$ cat config.mk
export PLATFORM = sky130hd
export DESIGN_NAME = sram_fifo_reader
export DESIGN_NICKNAME = d
export VERILOG_FILES = /design/src/rtl/sram_fifo_reader.sv
export SDC_FILE = /design/constraint.sdc
export NUM_CORES = 1
export LEC_CHECK = 0
export ABC_CLOCK_PERIOD_IN_PS = 3300
export CAP_MARGIN = 20
export CORE_ASPECT_RATIO = 0.6
export CORE_UTILIZATION = 53
export DETAILED_ROUTE_END_ITERATION = 10
export GPL_TIMING_DRIVEN = 0
export PLACE_DENSITY_LB_ADDON = 0.2
export SLEW_MARGIN = 20
export SYNTH_ARGS = -nofsm -noshare
export SYNTH_HDL_FRONTEND = slang
export SYNTH_SLANG_ARGS = --single-unit
$ cat constraint.sdc
create_clock -name clk -period 3.3 [get_ports clk]
set_clock_uncertainty 0.1 [all_clocks]
set_input_delay 0.66 -clock clk [delete_from_list [all_inputs] [get_ports clk]]
set_output_delay 0.66 -clock clk [all_outputs]
set_load 0.02 [all_outputs]
$ cat src/rtl/sram_fifo_reader.sv
// sram_fifo_reader: read side of the SRAM-backed FIFO.
// Issues reads into storage that has a one-cycle read latency and keeps a
// 2-entry skid buffer so the output stream runs at one word per cycle under
// backpressure. Storage pointers live in the storage/flag logic, not here.
module sram_fifo_reader #(
  parameter int DATA_WIDTH = 8,
  parameter int CNT_WIDTH  = 16
) (
  input  logic                  clk,
  input  logic                  rst,
  input  logic                  fifo_empty,
  output logic                  fifo_rd_en,
  input  logic [DATA_WIDTH-1:0] fifo_rdata,
  output logic                  m_valid,
  output logic [DATA_WIDTH-1:0] m_data,
  input  logic                  m_ready,
  output logic [CNT_WIDTH-1:0]  pop_count
);

  // Buffer occupancy (0..2), read-in-flight flag, head/tail words, counter
  logic [1:0]            r_entries;
  logic                  r_inflight;
  logic [DATA_WIDTH-1:0] r_head;
  logic [DATA_WIDTH-1:0] r_tail;
  logic [CNT_WIDTH-1:0]  r_pop_count;

  logic                  w_pop;
  logic                  w_rd_en;
  logic [1:0]            w_credit;

  // Read issue: keep buffered + in-flight words at or below two. A pop in
  // the same cycle frees a slot, so a full-credit cycle can still issue.
  // Gating with rst keeps the request low for the whole reset interval.
  always_comb begin
    w_pop    = (r_entries != 2'd0) && m_ready;
    w_credit = r_entries + {1'b0, r_inflight};
    w_rd_en  = 1'b0;
    if (rst && !fifo_empty) begin
      if (w_credit < 2'd2) begin
        w_rd_en = 1'b1;
      end else if ((w_credit == 2'd2) && w_pop) begin
        w_rd_en = 1'b1;
      end else begin
        w_rd_en = 1'b0;
      end
    end else begin
      w_rd_en = 1'b0;
    end
  end

  // Buffer update: capture returning read data at the tail, advance the
  // head on a pop; capture and pop together keep occupancy unchanged.
  always_ff @(posedge clk or negedge rst) begin
    if (!rst) begin
      r_entries  <= 2'd0;
      r_inflight <= 1'b0;
      r_head     <= {DATA_WIDTH{1'b0}};
      r_tail     <= {DATA_WIDTH{1'b0}};
    end else begin
      r_inflight <= w_rd_en;
      case (r_entries)
        2'd0: begin
          if (r_inflight) begin
            r_head    <= fifo_rdata;
            r_entries <= 2'd1;
          end
        end
        2'd1: begin
          case ({r_inflight, w_pop})
            2'b11: r_head <= fifo_rdata;
            2'b01: r_entries <= 2'd0;
            2'b10: begin
              r_tail    <= fifo_rdata;
              r_entries <= 2'd2;
            end
            default: r_entries <= 2'd1;
          endcase
        end
        2'd2: begin
          if (w_pop) begin
            r_head <= r_tail;
            if (r_inflight) begin
              r_tail <= fifo_rdata;
            end else begin
              r_entries <= 2'd1;
            end
          end
        end
        default: r_entries <= 2'd0;
      endcase
    end
  end

  // Delivered-word counter; wraps naturally at 2^CNT_WIDTH
  always_ff @(posedge clk or negedge rst) begin
    if (!rst) begin
      r_pop_count <= {CNT_WIDTH{1'b0}};
    end else if (w_pop) begin
      r_pop_count <= r_pop_count + {{(CNT_WIDTH-1){1'b0}}, 1'b1};
    end
  end

  assign fifo_rd_en = w_rd_en;
  assign m_valid    = (r_entries != 2'd0);
  assign m_data     = r_head;
  assign pop_count  = r_pop_count;

endmodule

**Word-level counts from Yosys, hierarchy flattened**

Cells that the tools add are included.

- Add/sub/neg operators: 2
- Multipliers: 0
- Divide/modulo/power cells: 0
- Magnitude comparators: 1
- Equal/unequal tests: 13
- Shift operators: 0
- Muxes and demuxes: 15
- Bitwise operators: 0
- Reduce and logical (&&, ||, !) cells: 11

Operators by type and width:

| operator | number |
|---|---|
| two-way mux 8 bit | 5 |
| case mux 8 bit (3 select lines) | 1 |
| adder 16 x 1 -> 16 bit (second input constant) | 1 |
| case mux 8 bit (2 select lines) | 1 |
| inequality test 2 bit (second input constant) | 6 |
| case mux 2 bit (3 select lines) | 2 |
| AND reduction 4 bit | 3 |
| == test 2 bit (second input constant) | 4 |
| two-way mux 2 bit | 3 |
| == test 2 x 1 -> 1 bit (second input constant) | 2 |
| nonzero test 2 bit | 2 |
| logical AND 1 bit | 3 |
| two-way mux 1 bit | 3 |
| nonzero test 3 bit | 1 |
| adder 2 x 1 -> 2 bit | 1 |
| logical NOT 2 bit | 1 |
| less-than comparator 2 bit (second input constant) | 1 |
| inequality test 2 x 1 -> 1 bit (second input constant) | 1 |
| logical NOT 1 bit | 1 |

- Flip-flop bits (word level): 35
- Latch bits: 0
- Memory bits (writable): 0
- Memory bits (read-only): 0
- Input bits: 12
- Output and inout port bits: 26
- Word-level logic and storage cells: 47
- Memories kept: 0

**Depth between registers and ports, before layout**

Gate-level depths: netlist of the first run.

- Depth after elaboration: 6
- Depth in mapped cells: 9
- Gate-level depth less buffers: 7

**Worst setup path before layout of the first run**

No wires, ideal clock.

- Path type: flip-flop to flip-flop
- Start: reg r_entries[0]
- End: reg r_tail[0]
- Setup time: 125 ps
- Arrival time: 1,717 ps
- Data required time: 3,075 ps
- Slack: 1,358 ps
- Cell stages (with the launch flop): 7
- Buffers on the path: 1
- Period minus slack after synthesis: 1,942 ps
- Cell sequence: dfrtp_1 buf_4 o21ai_2 ha_1 nand2_1 o21ai_2 mux2_2

- Cells in the longest elaborated chain, start to end: 5
- Elaborated cells between the ends (all ways): 11
- Those cells by class: eq/ne: 6; mux: 1; reduce/logical: 4

Ends and longest elaborated chain:

| item | line | RTL |
|---|---|---|
| start: declaration | 21 | `logic [1:0] r_entries;` |
| start signal: assignment | 55 | `r_entries <= 2'd0;` |
| start signal: assignment | 65 | `r_entries <= 2'd1;` |
| start signal: assignment | 71 | `2'b01: r_entries <= 2'd0;` |
| nonzero test 2 bit | 35 | `w_pop = (r_entries != 2'd0) && m_ready;` |
| logical AND 1 bit | 35 |  |
| == test 2 bit | 69 | `case ({r_inflight, w_pop})` |
| inequality test 2 bit (no source line) | - |  |
| AND reduction 4 bit (no source line) | - |  |
| end signal: assignment | 58 | `r_tail <= {DATA_WIDTH{1'b0}};` |
| end signal: assignment | 73 | `r_tail <= fifo_rdata;` |
| end signal: assignment | 83 | `r_tail <= fifo_rdata;` |
| end: declaration | 24 | `logic [DATA_WIDTH-1:0] r_tail;` |

Parallel ways exist; a longest one is shown, timed or not.
A chain may end at the register's enable or synchronous reset.

**Worst setup path in the final report of the first run**

- Start: in m_ready
- End: out fifo_rd_en

- Cells in the longest elaborated chain, start to end: 5

Ends and longest elaborated chain:

| item | line | RTL |
|---|---|---|
| start: declaration | 16 | `input logic m_ready,` |
| logical AND 1 bit | 35 |  |
| logical AND 1 bit | 41 | `end else if ((w_credit == 2'd2) && w_pop) begin` |
| two-way mux 1 bit | 41 |  |
| two-way mux 1 bit | 39 | `if (w_credit < 2'd2) begin` |
| two-way mux 1 bit | 38 | `if (rst && !fifo_empty) begin` |
| end: declaration | 12 | `output logic fifo_rd_en,` |

No other way between the ends.

==> results list, run 1 <==
- Synth Area in Compound Gates: under 10%
* Clock network latency to the later pin of the worst-skew pair: 0.29 ns
* Clock share of power: 17.9%
- The max-slew violation total from the final report is 0.
* Final critical-path required period: roughly 2.9 ns
- Final setup violation count: 0
- Setup slack, reg-to-reg: 1.05 ns
- List of most frequent post-synthesis cells: dfrtp_1, nor2_1, xnor2_1
- Switching power: 603 µW
- Nets@finish: about 200
* Slew at the pin with the worst max-slew slack: 0.488 ns
- Hold Crit Class: input pin to async pin
* First-pass GRT wire length: about 5.8 mm
- Of the post-synthesis cell area, the dominant cell type holds 53.8%.
* Total instance count after detailed placement: approximately 220
* Type of origin of the critical path: input pin
* Switching fraction of total power: 36.4%
- By area the synthesized netlist is led by dfrtp_1, mux2_2, xnor2_1, mux2i_1, ha_1.
- Post-route cell area: between 2000 and 2500 µm²
* First-pass DRT Iterations: 4
- Top-count cell post-synth: dfrtp_1
- Clock buffers created by TritonCTS: 5
- The initial antenna violation count came to 0.
- Summing all placed instances gives a cell area of 2070 µm².
- The biggest area contributor in the post-synthesis netlist is dfrtp_1.
* Number of warning messages in the yosys log: 0
- In this run the static leakage power is 0.953 nW.
- The portion of synthesized area spent on multiplexers is 11.8%.
* Area share of and/or/nand/nor cells after synthesis: between 10% and 20%
- Combinational cells account for 40.9% of the total power.
* Horizontal die dimension: 73.5 µm
- Class of the most critical setup path: input pin to primary output
- Combined area of all synthesized cells: between 1500 and 2000 µm²
* Dpl hpwl: about 2.7 mm
* Sequential cell area fraction in the yosys report: 53.8%
* Fin cells: 223
- CTS root buf: clkbuf_8
- Antenna Violating Nets Remaining: 0
- Number of fillers in the final layout: 200
- Max Cap Viol: 0
- The core region is around 2900 µm².
* # DRC: 0
- Result of the run: finished clean
- The H-tree was split into 2 levels.
- Core occupancy in the finished layout: 74.7%
- Beginning of the worst register-to-register path: r_entries[0]
- Sink Count: 35
- Height of the die: ~45 µm
* Main flop type after synthesis: dfrtp_1
- Arithmetic-cell share of the synthesized area counting full adders, half adders and majority gates: 3.08%
- Counting flops with an async set or reset pin after synthesis yields a share of 100%.
- Of the total synthesized cell area, the portion taken by XOR and XNOR cells is under 10%.
* Routed wire length: 3.51 mm
* Top achievable clock speed: 349 MHz
* Maximum buffer depth of the clock tree: 2
- 0 antenna diodes ended up in the layout.
- After the first detailed-routing iteration, the DRC count stood at around 120.
- In the routed layout, each cell is associated on average with a via count of 5.42.
- CTS tree: built
- Compared with the post-synthesis result, the final layout area differs by 32.8%.
- Data arrival time of the worst path: ~2.1 ns
- Fin Setup TNS: 0 ns
- Post-CTS setup repair buffer count: 0
- Fraction of final layout cells with drive strength greater than 1: approximately 17%
- The routed layout has 1209 vias.
- Across the VDD grid, the largest voltage drop is 0.000500 V.
- Averaged over all synthesized cells, the footprint is 12.0 µm².
* Number of library cell types mapped by synthesis: 31
- For this configuration, the core starts out at a cell density of 56.3%.
* Setup repair after global routing missed its margin: no
* Net count of the mapped netlist: 151
* Ports: 38
- Wire length per cell: between 15 and 20 µm
* Final-report hold violation count: 0
- RD Place Congestion: 0.762
- The synthesized design contains 0 enable-type register cells.
- The number of hold buffers added after CTS was 0.
* Final total power: around 1.7 mW
* Footprint of the flip-flops and latches: 876 µm²
* PostCTS Resize Cnt: 0
- The worst path uses 86.9% of the clock period.
- After clock tree synthesis, the clock-pin slew on the worst setup and hold paths is roughly 0.070 ns.
- Cells after Synth: 135
* Slew headroom: around 67%
* Via count of the first global-routing pass: around 1200
* Aggregate global routing overflow: 0
* Worst Setup End Kind: primary output
* Row cnt: 15
* Reg power frac: 41.2%
- Data on the critical path is required at its endpoint by around 2.5 ns.
* Port Buf Inserts: 37
* Largest family of logic cells by synthesized area: simple AND/OR/NAND/NOR gates
- Total global routing track utilization: 24.8%
* Critical path fanouts, max: 7
- For this design the ratio of total power to cell area is 767 nW/µm².
- Worst setup path startpoint: m_ready
* Number of synthesized register bits: 35
- The floorplan step defined a die boundary enclosing 3300 µm².
- Maximum number of pins on one net before global-route repair: 24
- Internal power of the cells: around 1.1 mW
- The multi-input combinational cells in the finished layout cover a total of 714 µm².
cells in the final DEF (no fill, tap or decap), types with 5 or more instances in the layout:
cell type	count
dfrtp_1	35
xnor2_1	11
mux2i_1	9
nor2_1	11
mux2_2	9
nand2_1	7
clkdlybuf4s50_1	35
a21oi_1	9
xor2_1	5
clkbuf_8	5
registers in the layout, indices dropped and copies added, names as in the netlist:
| register | count |
|---|---|
| pop_count | 16 |
| m_data | 8 |
| r_tail | 8 |
| r_entries | 2 |
| r_inflight | 1 |
critical path, cell delays in order:
cell and delay, ns:
dlymetal6s2s_1 0.24, o21ai_2 0.20, o21ai_0 0.20, and3b_1 0.19
clkdlybuf4s50_1 0.61
path summary, 6_finish.rpt:
| check | end | cells past startpoint |
|---|---|---|
| max | fifo_rd_en | 5 |
| min | pop_count[15] | 1 |
| max reg2reg | r_tail[6] | 6 |
| min reg2reg | pop_count[15] | 1 |
| max in group asynchronous | r_tail[6] | 2 |
| min in group clk | pop_count[15] | 1 |
layer usage:
| layer | global-route usage [%] | vias up | wire (µm) |
|---|---|---|---|
| met3 | 6.25 | 8 | 187 |
| met2 | 37.4 | 45 | 1690 |
| met1 | 33.4 | 602 | 1570 |
| li1 | - | 554 | - |
| met5 | 0 | - | 0 |
| met4 | 13.8 | 0 | 71 |
area by class of cell:
cell class                 count  share of cell area, %
timing repair buffer          38                   18.3
buffer                         4                   1.16
clock inverter                 2                  0.579
inverter                       3                  0.521
clock buffer                   6                   3.36
multi-input combinational     93                   33.1
sequential                    35                   40.6
tap                           42                   2.43
kinds of logic (layout without fill, tap and decap cells):
logic type | count (synthesis) | after routing
xor+xnor | 16 | 16
fa+ha+maj | 4 | 4
compound gates | 17 | 17
mux | 18 | 18
simple gates | 38 | 38
flops | 35 | 35
buf+inv | 7 | 53
power by group through the flow:
stage / registers (mW) / logic, mW / clock network [mW]
2_1_floorplan: 0.760 / 0.313 / 0
3_3_place_gp: 0.671 / 0.646 / 0
3_5_place_dp: 0.685 / 0.681 / 0
4_1_cts: 0.679 / 0.684 / 0.305
5_1_grt: 0.699 / 0.731 / 0.327
6_report: 0.682 / 0.678 / 0.296
metrics by stage:
| step | hold slack, ns | setup slack (ns) |
|---|---|---|
| detailed placement | 0.375 | 0.0775 |
| global placement | 0.358 | -0.599 |
| CTS | 0.171 | 0.0675 |
| global route | 0.188 | 0.338 |
| floorplan | 0.264 | 1.36 |
| finish | 0.171 | 0.434 |
Power figures use the tool's default switching activity.
==> run 2, diff against run 1 <==
--- a/config.mk
+++ b/config.mk
@@ -6,7 +6,7 @@
 export NUM_CORES = 1
 export LEC_CHECK = 0
 export ABC_CLOCK_PERIOD_IN_PS = 3300
-export CAP_MARGIN = 20
+export CAP_MARGIN = 10
 export CORE_ASPECT_RATIO = 0.6
 export CORE_UTILIZATION = 53
 export DETAILED_ROUTE_END_ITERATION = 10
==> results of run 2 <==
Same layout as run 1: the final DEF is identical, and so are final timing and power.
